`config.mk`:
```
export PLATFORM = sky130hd
export DESIGN_NAME = text_renderer
export DESIGN_NICKNAME = d
export VERILOG_FILES = /design/src/rtl/text_renderer.sv
export SDC_FILE = /design/constraint.sdc
export NUM_CORES = 1
export LEC_CHECK = 0
export BUFFER_PORTS_ARGS = -buffer_cell sky130_fd_sc_hd__buf_2
export CAP_MARGIN = 20
export CORE_MARGIN = 10
export CORE_UTILIZATION = 55
export DETAILED_ROUTE_END_ITERATION = 7
export PLACE_DENSITY_LB_ADDON = 0.08
export SYNTH_ARGS = -nofsm -noshare
export SYNTH_HDL_FRONTEND = slang
export SYNTH_SLANG_ARGS = --single-unit
```
`constraint.sdc`:
```
create_clock -name clk -period 3 [get_ports clk]
set_clock_uncertainty 0.1 [all_clocks]
set_input_delay 0.3 -clock clk [delete_from_list [all_inputs] [get_ports clk]]
set_output_delay 0.3 -clock clk [all_outputs]
set_load 0.01 [all_outputs]
```
`src/rtl/text_renderer.sv`:
```
// Text-mode pixel pipeline: pixel counters -> text buffer -> character ROM -> serialised pixel.
// Optional blinking block cursor on character rows 6-7 when CURSOR_EN is defined.
module text_renderer #(
  parameter int COLS     = 80,
  parameter int ROWS     = 30,
  parameter int TXT_AW   = 12,
  parameter bit SYNC_POL = 1'b0
) (
  input  logic              clk,
  input  logic              resetn,
  input  logic              de_i,
  input  logic              hsync_i,
  input  logic              vsync_i,
  output logic [TXT_AW-1:0] txt_addr_o,
  input  logic [7:0]        char_i,
  output logic [9:0]        rom_ad_o,
  output logic              rom_ce_o,
  input  logic [7:0]        rom_dout_i,
`ifdef CURSOR_EN
  input  logic [6:0]        cur_col_i,
  input  logic [4:0]        cur_row_i,
`endif
  output logic              pix_o,
  output logic              de_o,
  output logic              hsync_o,
  output logic              vsync_o
);

  localparam bit        SYNC_IDLE = !SYNC_POL;
  localparam logic [9:0] COLS_W   = 10'(COLS);
  localparam logic [9:0] ROWS_W   = 10'(ROWS);

  logic [9:0] px, py;
  logic       de_prev;
  logic       vs_act;
  logic       cur_hit;
  logic       oob_hit;

  assign vs_act  = (vsync_i == SYNC_POL);
  assign oob_hit = ({3'b000, px[9:3]} >= COLS_W) || ({3'b000, py[9:3]} >= ROWS_W);

  // Counters saturate instead of wrapping; vsync wins over the end-of-line step.
  always_ff @(posedge clk) begin
    if (!resetn) begin
      px      <= '0;
      py      <= '0;
      de_prev <= 1'b0;
    end else begin
      de_prev <= de_i;
      if (de_i) begin
        if (px != 10'h3FF) px <= px + 10'd1;
      end else if (de_prev) begin
        px <= '0;
      end
      if (vs_act) py <= '0;
      else if (!de_i && de_prev && py != 10'h3FF) py <= py + 10'd1;
    end
  end

`ifdef CURSOR_EN
  logic [4:0] frame_cnt;
  logic       vs_prev;

  always_ff @(posedge clk) begin
    if (!resetn) begin
      frame_cnt <= '0;
      vs_prev   <= SYNC_IDLE;
    end else begin
      vs_prev <= vsync_i;
      if (vs_act && (vs_prev != SYNC_POL)) frame_cnt <= frame_cnt + 5'd1;
    end
  end

  assign cur_hit = frame_cnt[4] && (px[9:3] == cur_col_i) &&
                   (py[9:3] == {2'b00, cur_row_i}) && (py[2:1] == 2'b11);
`else
  assign cur_hit = 1'b0;
`endif

  logic [2:0] x1, y1, x2;
  logic       de1, hs1, vs1, oob1, cur1;
  logic       de2, hs2, vs2, oob2, cur2, inv2;
  logic [7:0] sh;
  logic       bit3, de3, hs3, vs3, oob3, cur3, inv3;

  // Four-stage pipeline; the sync/enable copies ride alongside the pixel data.
  always_ff @(posedge clk) begin
    if (!resetn) begin
      txt_addr_o <= '0;
      x1 <= '0; y1 <= '0; de1 <= 1'b0; hs1 <= SYNC_IDLE; vs1 <= SYNC_IDLE;
      oob1 <= 1'b0; cur1 <= 1'b0;
      rom_ad_o <= '0; rom_ce_o <= 1'b0;
      x2 <= '0; de2 <= 1'b0; hs2 <= SYNC_IDLE; vs2 <= SYNC_IDLE;
      oob2 <= 1'b0; cur2 <= 1'b0; inv2 <= 1'b0;
      sh <= '0; bit3 <= 1'b0; de3 <= 1'b0; hs3 <= SYNC_IDLE; vs3 <= SYNC_IDLE;
      oob3 <= 1'b0; cur3 <= 1'b0; inv3 <= 1'b0;
      pix_o <= 1'b0; de_o <= 1'b0; hsync_o <= SYNC_IDLE; vsync_o <= SYNC_IDLE;
    end else begin
      txt_addr_o <= TXT_AW'(17'(py[9:3]) * 17'(COLS) + 17'(px[9:3]));
      x1   <= px[2:0];
      y1   <= py[2:0];
      de1  <= de_i;
      hs1  <= hsync_i;
      vs1  <= vsync_i;
      oob1 <= oob_hit;
      cur1 <= cur_hit;

      rom_ad_o <= {char_i[6:0], y1};
      rom_ce_o <= de1;
      inv2 <= char_i[7];
      x2   <= x1;
      de2  <= de1;
      hs2  <= hs1;
      vs2  <= vs1;
      oob2 <= oob1;
      cur2 <= cur1;

      // A fresh font byte is taken at the first pixel of every character cell.
      if (x2 == 3'd0) begin
        sh   <= {rom_dout_i[6:0], 1'b0};
        bit3 <= rom_dout_i[7];
      end else begin
        sh   <= {sh[6:0], 1'b0};
        bit3 <= sh[7];
      end
      inv3 <= inv2;
      de3  <= de2;
      hs3  <= hs2;
      vs3  <= vs2;
      oob3 <= oob2;
      cur3 <= cur2;

      pix_o   <= de3 & ~oob3 & (cur3 | (bit3 ^ inv3));
      de_o    <= de3;
      hsync_o <= hs3;
      vsync_o <= vs3;
    end
  end

endmodule
```
==> flow_summary.toml, run 1 <==
[sta]
finalCritPeriodShare_pct = 79.1
timing.hold.ws_ns = 0.0384
fin_crit_ns = 2.37
hold_viol = 0
worstMarginPinSlew_ns = 0.777
grt_setup_unrepaired = "false"
finalSetupTns_ns = 0
slew_headroom_pct = 47.9
max_clock_freq_mhz = 421
final_max_slew_viol_count = 0
setup_viol = 0

[floorplan]
std_cell_rows = 26
core_area_mm2 = 0.00520
ioPinCount = 48
die_w_um = 93.8
die_h_um = 93.8
initial_core_util_pct = 57.6
dieArea_mm2 = 0.00880

[pwr]
p_clk_share_pct = 37.8
p_sw_share_pct = 25.1
ir_drop_v = 0.000375
p_leak_nw = 1.60
sequentialPowerShare_pct = 56.7
internal_power_mw = 1.42
powerDensity_mw_per_mm2 = 547
comb_power_share_pct = 5.5
p_sw_mw = 0.478

[setup_path]
cp_common_cell = "ha_1"
crit_required_ns = 3.17
cp_cell_sequence = "ha_1 > ha_1 > fa_1 > xor2_1 > nand3_1 > nor4_1 > mux2i_1"
r2r_slack_ns = 0.63
cp-start-kind = "flip-flop"
critPathMaxStageDelay_ns = 0.42
cp.arrival_ns = 2.55
path_max_fanout = 5
endpoint_kind = "flip-flop"
slowest_stage = "dfxtp_1"
crit_type = "flip-flop to flip-flop"
crit_buf_inv = 0
cp_top_family = "adder cells"

[hold_path]
hp-class = "input pin to flip-flop"

[clocking]
numCtsBuffers = 9
cts_root_buffer = "clkbuf_8"
clk_latency_ns = 0.34
htreeDepth = 3
cts_setup_buffers = 0
clk_pin_slew_worst_paths_ns = 0.09
cts.sink_count = 77
cts-resized-gates = 0
clockBufferDepth = 2
postCtsHoldBufs = 0
cts_tree = "built"

[routing]
vias_per_cell = 5.13
antenna_left = 0
drtIter0Drc = 81
remaining_drc_errors = 0
firstDrtPassIters = 4
routed_wl_mm = 5.55
wl_per_cell_um = 13.1
routed-via-count = 2164

[finish]
final_common_cell = "dfxtp_1"
multi_input_area_mm2 = 0.00138
fin_nets = 384
drive_above_1_share_pct = 19.9
regArea_mm2 = 0.00154
layout_common_cells = "dfxtp_1, buf_2, and2_1"
diodes = 0
fillers = 427
area_growth_pct = 15.9

[global_route]
grt_pass1_wl_mm = 9.67
antenna_found_initial = 0
grt_usage_pct = 13.5
grt.overflow.total = 0
first_global_vias = 2086
grt_max_degree = 27

[placed_design]
portBuffers = 47
finalWeightedCongestion = 0.844
dp_hpwl_mm = 3.95

[synthesis]
synth_nets = 333
syn_inst = 296
avgSynthCellArea_um2 = 10.1
synth_cell_type_count = 42
yosysSeqAreaShare_pct = 51.4
ys_ff_latch = 77
ys_warn_count = 0
netlist_area_mm2 = 0.00300

[run_status]
status = "completed"

[run]
max_cap_viol_count = 0
-- synthesized netlist by cell type (all sizes together) --
library cell	number	area share, %
dfxtp	77	51
and2	33	6.9
nor2	22	2.8
a21oi	15	2.5
ha	14	5.8
nand2	14	1.8
nand2b	11	2.5
nand3	11	1.8
mux2i	10	3.3
a31oi	9	1.9
inv	9	1.1
xor2	8	2.3
and3	7	1.5
o21ai	7	1.2
clkbuf	6	0.75
nor3	4	0.83
nand4	3	0.63
nor2b	3	0.63
o31ai	3	0.92
or3	3	0.63
or4	3	0.75
a21o	2	0.50
a311oi	2	0.58
a41oi	2	0.83
buf	2	0.54
fa	2	1.3
nor4	2	0.42
o2111ai	2	0.58
o211ai	2	0.50
or2	2	0.50
and4	1	0.29
nand3b	1	0.25
o211a	1	0.33
o311ai	1	0.29
xnor2	1	0.29
xnor3	1	0.75
-- through the flow --
step / power, mW / instances / util, % / setup WS (ns) / cell area (µm²)
final: 1.90 / 422 / 66.8 / 0.626 / 3480
after CTS: 1.93 / 422 / 66.8 / 0.615 / 3480
after global routing: 2.00 / 422 / 66.8 / 0.441 / 3480
after floorplan: 1.17 / 296 / - / 0.851 / 3000
after detailed placement: 1.21 / 406 / 63.2 / 0.633 / 3290
after global placement: 1.21 / 406 / 63.2 / 0.715 / 3290
-- metal layers --
metal / track usage, % / routed length, µm / part of all wire (%) / vias up
met5: 0 / 0 / 0 / -
met4: 6.46 / 76 / 1.4 / 0
met3: 4.88 / 384 / 6.9 / 8
met2: 19.8 / 2400 / 43 / 59
met1: 17.1 / 2690 / 48 / 964
li1: - / - / - / 1133
-- final timing paths --
path	from	endpoint	cells after the start
max	py[6]$_SDFFE_PN0P_	txt_addr_o[11]$_SDFF_PN0_	7
min	hsync_i	hs1$_SDFF_PN1_	2
max reg2reg	py[6]$_SDFFE_PN0P_	txt_addr_o[11]$_SDFF_PN0_	7
min reg2reg	oob3$_SDFF_PN0_	pix_o$_SDFF_PN0_	1
-- power by group through the flow --
stage	sequential, mW	combinational [mW]	clock, mW
after floorplan	1.10	0.0708	0
after global placement	1.10	0.105	0
after detailed placement	1.10	0.106	0
after CTS	1.08	0.107	0.740
after global routing	1.08	0.121	0.793
final	1.08	0.105	0.718
-- logic make-up after synthesis --
family,after synthesis,synth area share (%)
adder cells (fa/ha/maj),16,7.18
XOR/XNOR,10,3.38
multiplexers,10,3.34
AO/OA/AOI/OAI,46,10.1
flip-flops,77,51.4
AND/OR/NAND/NOR,120,22.2
buffers and inverters,17,2.42
-- flip-flops by register name (all words and copies together) (netlist names), 3 cells and up --
register / cells
py: 10
px: 10
txt_addr_o: 12
y1: 3
x2: 3
rom_ad_o: 10
sh: 7
x1: 3
-- area by class of cell --
class,instances,area share (%)
clock inverter,7,1.80
timing repair buffer,48,6.98
clock buffer,9,3.56
sequential,77,44.3
inverter,9,0.972
tap,70,2.52
multi-input combinational,202,39.8
Power figures use the tool's default switching activity.
==> run 2: changes to the inputs <==
- clock period: 3 -> 2.3 ns (I/O delays scaled with it)
==> run 2 against run 1 <==
Via count up 3.3%. Worst hold slack got worse by 0.013 ns. Utilization rose by 4.1 points. Clock power up 60%.
==> flow_summary.toml, run 2 (synthesis results as in run 1) <==
[run_status]
status = "completed"

[setup_path]
cp_common_cell = "ha_1"
crit_required_ns = 2.48
cp.arrival_ns = 2.34
critPathMaxStageDelay_ns = 0.43
cp-start-kind = "flip-flop"
cp.depth = 7
r2r_slack_ns = 0.14
cp_cell_sequence = "ha_1 > ha_1 > fa_1 > xor2_2 > nand3_1 > nor4_2 > mux2i_1"
slowest_stage = "fa_1"
path_max_fanout = 4
endpoint_kind = "flip-flop"
crit_type = "flip-flop to flip-flop"
cp_top_family = "adder cells"
reg2reg_depth = 7
crit_buf_inv = 0

[global_route]
grt_usage_pct = 13.8
grt_pass1_wl_mm = 9.87
antenna_found_initial = 0
first_global_vias = 2170
grt_max_degree = 44
grt.overflow.total = 0

[floorplan]
die_h_um = 93.8
die_w_um = 93.8
initial_core_util_pct = 57.6
core_area_mm2 = 0.00520
std_cell_rows = 26
ioPinCount = 48
dieArea_mm2 = 0.00880

[finish]
drive_above_1_share_pct = 21.4
layout_common_cells = "dfxtp_1, buf_2, and2_1"
fillers = 391
largest_reg_flops = 12
fin_nets = 401
diodes = 0
final_common_cell = "dfxtp_1"
top_register = "txt_addr_o"
area_growth_pct = 23.0

[clocking]
htreeDepth = 3
clk_latency_ns = 0.34
cts.sink_count = 77
cts_tree = "built"
numCtsBuffers = 9
clockBufferDepth = 2
clk_pin_slew_worst_paths_ns = 0.08
cts_root_buffer = "clkbuf_8"

[placed_design]
portBuffers = 47
place_ws_ns = 0.0167
dp_hpwl_mm = 4.04
finalWeightedCongestion = 0.833

[pwr]
p_leak_nw = 1.71
powerDensity_mw_per_mm2 = 734
ir_drop_v = 0.000429

[sta]
slew_headroom_pct = 63.2
final_max_slew_viol_count = 0
fin_crit_ns = 2.16
max_clock_freq_mhz = 462
grt_setup_unrepaired = "false"
worst_slack_ns = 0.135
hold_viol = 0
worstMarginPinSlew_ns = 0.550
finalCritPeriodShare_pct = 94.1
setup_viol = 0
timing.hold.ws_ns = 0.0259
finalSetupTns_ns = 0

[routing]
antenna_left = 0
remaining_drc_errors = 0
routed_wl_mm = 5.78
firstDrtPassIters = 7
routed-via-count = 2236
vias_per_cell = 5.09
drtIter0Drc = 84
wl_per_cell_um = 13.2

[hold_path]
hp-class = "input pin to flip-flop"
holdPathStages = 3

[run]
max_cap_viol_count = 0
[run 2: changes by cell type in the layout (fill, tap and decap cells not counted), moves of 2 or more]
cell and change:
bufinv_16 +2, buf_4 +7, dlygate4sd3_1 +10, inv_6 -2
[run 2: worst min-delay path: stages]
cell and delay, ns:
buf_2 0.07, mux2i_1 0.05, nor2_1 0.07
[run 2: what timing repair did]
item                                    CTS  global route
endpoints found under the hold margin    10             0
endpoints found under the setup margin    0             2
gates resized for setup                   0             2
hold buffers                             10             0
buffers inserted                          0             0
[run 2: per-layer routing]
metal  vias to the layer above  GRT usage (%)  share of wire (%)
li1                       1164              -                  -
met1                      1003           16.3                 47
met2                        58           21.6                 44
met3                        11           4.88                7.4
met4                         0           7.34                1.9
met5                         -              0                  0
[run 2: area by class of cell]
| class | count | area (µm²) | share of cell area [%] |
|---|---|---|---|
| clock buffer | 10 | 138 | 3.73 |
| clock inverter | 6 | 95.1 | 2.58 |
| inverter | 9 | 33.8 | 0.916 |
| multi-input combinational | 202 | 1400 | 37.9 |
| sequential | 77 | 1540 | 41.8 |
| tap | 70 | 87.6 | 2.37 |
| timing repair buffer | 65 | 395 | 10.7 |
[run 2: power breakdown]
group          switching (mW)  total [mW]  internal (mW)  leakage [nW]
registers              0.0278        1.41           1.38         0.628
clock network           0.495        1.15          0.650         0.117
logic                  0.0776       0.156         0.0785         0.963
total                   0.601        2.71           2.11          1.71
[run 2: metrics by stage]
| step | instance area, µm² | power (mW) | std cells | util (%) |
|---|---|---|---|---|
| finish | 3690 | 2.71 | 439 | 70.9 |
| global route | 3690 | 2.82 | 439 | 70.9 |
| CTS | 3670 | 2.74 | 439 | 70.6 |
| detailed placement | 3340 | 1.58 | 413 | 64.2 |
| global placement | 3340 | 1.58 | 413 | 64.2 |
| floorplan | 3000 | 1.53 | 296 | - |
[run 2: path summary, 6_finish.rpt]
kind / from / to
max: py[4]$_SDFFE_PN0P_ / txt_addr_o[11]$_SDFF_PN0_
min: rom_dout_i[1] / sh[2]$_SDFF_PN0_
max reg2reg: py[4]$_SDFFE_PN0P_ / txt_addr_o[11]$_SDFF_PN0_
min reg2reg: oob3$_SDFF_PN0_ / pix_o$_SDFF_PN0_
==> run 3: changes to the inputs <==
- CORE_UTILIZATION: 55 -> 35
- CTS_BUF_LIST: unset -> sky130_fd_sc_hd__clkbuf_4 sky130_fd_sc_hd__clkbuf_8
==> run 3 against run 2 <==
Combinational power barely moved. Via count shrank 0.54%. Sequential share of layout area shrank 0.32 points. Final area rose by 0.78%. Largest cell class unchanged.
==> flow_summary.toml, run 3 (synthesis results as in run 1) <==
[run_status]
status = "completed"

[global_route]
grt_pass1_wl_mm = 10.4
antenna_found_initial = 0
grt_usage_pct = 9.74
grt_max_degree = 28
grt.overflow.total = 0
first_global_vias = 2140

[setup_path]
crit_required_ns = 2.47
crit_type = "flip-flop to flip-flop"
path_max_fanout = 4
cp-start-kind = "flip-flop"
endpoint_kind = "flip-flop"
cp.arrival_ns = 2.33

[sta]
worst_slack_ns = 0.139
final_max_slew_viol_count = 0
hold_viol = 0
timing.hold.ws_ns = 0.0186
finalCritPeriodShare_pct = 93.9
finalSetupTns_ns = 0
worstMarginPinSlew_ns = 0.562
fin_crit_ns = 2.16
max_clock_freq_mhz = 463
grt_setup_unrepaired = "false"
slew_headroom_pct = 62.4
setup_viol = 0

[floorplan]
ioPinCount = 48
dieArea_mm2 = 0.0127
initial_core_util_pct = 36.3
die_w_um = 113
die_h_um = 113
core_area_mm2 = 0.00826
std_cell_rows = 33

[clocking]
cts_root_buffer = "clkbuf_8"
cts_setup_buffers = 0
clk_latency_ns = 0.34
numCtsBuffers = 9
clockBufferDepth = 2
cts_tree = "built"
htreeDepth = 3
cts.sink_count = 77
clk_pin_slew_worst_paths_ns = 0.08

[finish]
top_register = "txt_addr_o"
largest_reg_flops = 12
fin_nets = 402
fillers = 857
diodes = 0
final_common_cell = "dfxtp_1"
drive_above_1_share_pct = 21.4
layout_common_cells = "dfxtp_1, buf_2, and2_1"
fin_area_mm2 = 0.00372
area_growth_pct = 24.0

[routing]
wl_per_cell_um = 13.0
firstDrtPassIters = 4
drtIter0Drc = 73
routed-via-count = 2224
routed_wl_mm = 6.16
antenna_left = 0
vias_per_cell = 4.68
remaining_drc_errors = 0

[pwr]
p_leak_nw = 1.70
powerDensity_mw_per_mm2 = 703
ir_drop_v = 0.000298

[placed_design]
finalWeightedCongestion = 0.736
placed_area_mm2 = 0.00339
place_ws_ns = 0.0415
portBuffers = 47
dp_hpwl_mm = 4.35

[hold_path]
hp-class = "input pin to flip-flop"

[run]
max_cap_viol_count = 0
[run 3: path summary, 6_finish.rpt]
path | from | end | cells after the start | slack (ns)
max reg2reg | py[4]$_SDFFE_PN0P_ | txt_addr_o[9]$_SDFF_PN0_ | 6 | 0.14
min reg2reg | oob3$_SDFF_PN0_ | pix_o$_SDFF_PN0_ | 1 | 0.29
max | py[4]$_SDFFE_PN0P_ | txt_addr_o[9]$_SDFF_PN0_ | 6 | 0.14
min | rom_dout_i[2] | sh[3]$_SDFF_PN0_ | 3 | 0.02
[run 3: timing repair]
action / 4_1_cts / 5_1_grt
resized for setup: 0 / 2
endpoints found under the hold margin: 10 / 1
hold buffers: 10 / 1
setup endpoints to repair: 0 / 2
[run 3: layout make-up]
cell class / instances / area (µm²) / share of cell area [%]
Multi-Input combinational cell: 202 / 1400 / 37.6
Clock buffer: 9 / 124 / 3.33
Tap cell: 105 / 131 / 3.53
Sequential cell: 77 / 1540 / 41.5
Clock inverter: 7 / 83.8 / 2.26
Timing Repair Buffer: 66 / 405 / 10.9
Inverter: 9 / 33.8 / 0.909
[run 3: through the flow]
step | power (mW) | utilization, % | cells
final | 2.61 | 45.0 | 475
after CTS | 2.66 | 44.7 | 474
after global placement | 1.58 | 41.0 | 448
after detailed placement | 1.58 | 41.0 | 448
after floorplan | 1.53 | - | 296
after global routing | 2.74 | 45.0 | 475
[run 3: layer usage]
layer,GRT usage [%],part of all wire [%],vias up
met5,0,0,-
met4,4.31,1.6,0
met3,3.57,6.7,10
met2,13.9,40,50
met1,12.8,52,996
li1,-,-,1168
[run 3: critical path: stages (launching register included)]
cell and delay, ns:
dfxtp_1 0.32, ha_1 0.29, ha_1 0.23, fa_1 0.43
xor2_2 0.21, or3_1 0.37, a21oi_1 0.13
[run 3: report_power, final]
| group | leakage (nW) | internal [mW] | switching (mW) |
|---|---|---|---|
| sequential | 0.628 | 1.38 | 0.0273 |
| clock | 0.102 | 0.518 | 0.532 |
| combinational | 0.967 | 0.0795 | 0.0779 |
| total | 1.70 | 1.98 | 0.637 |
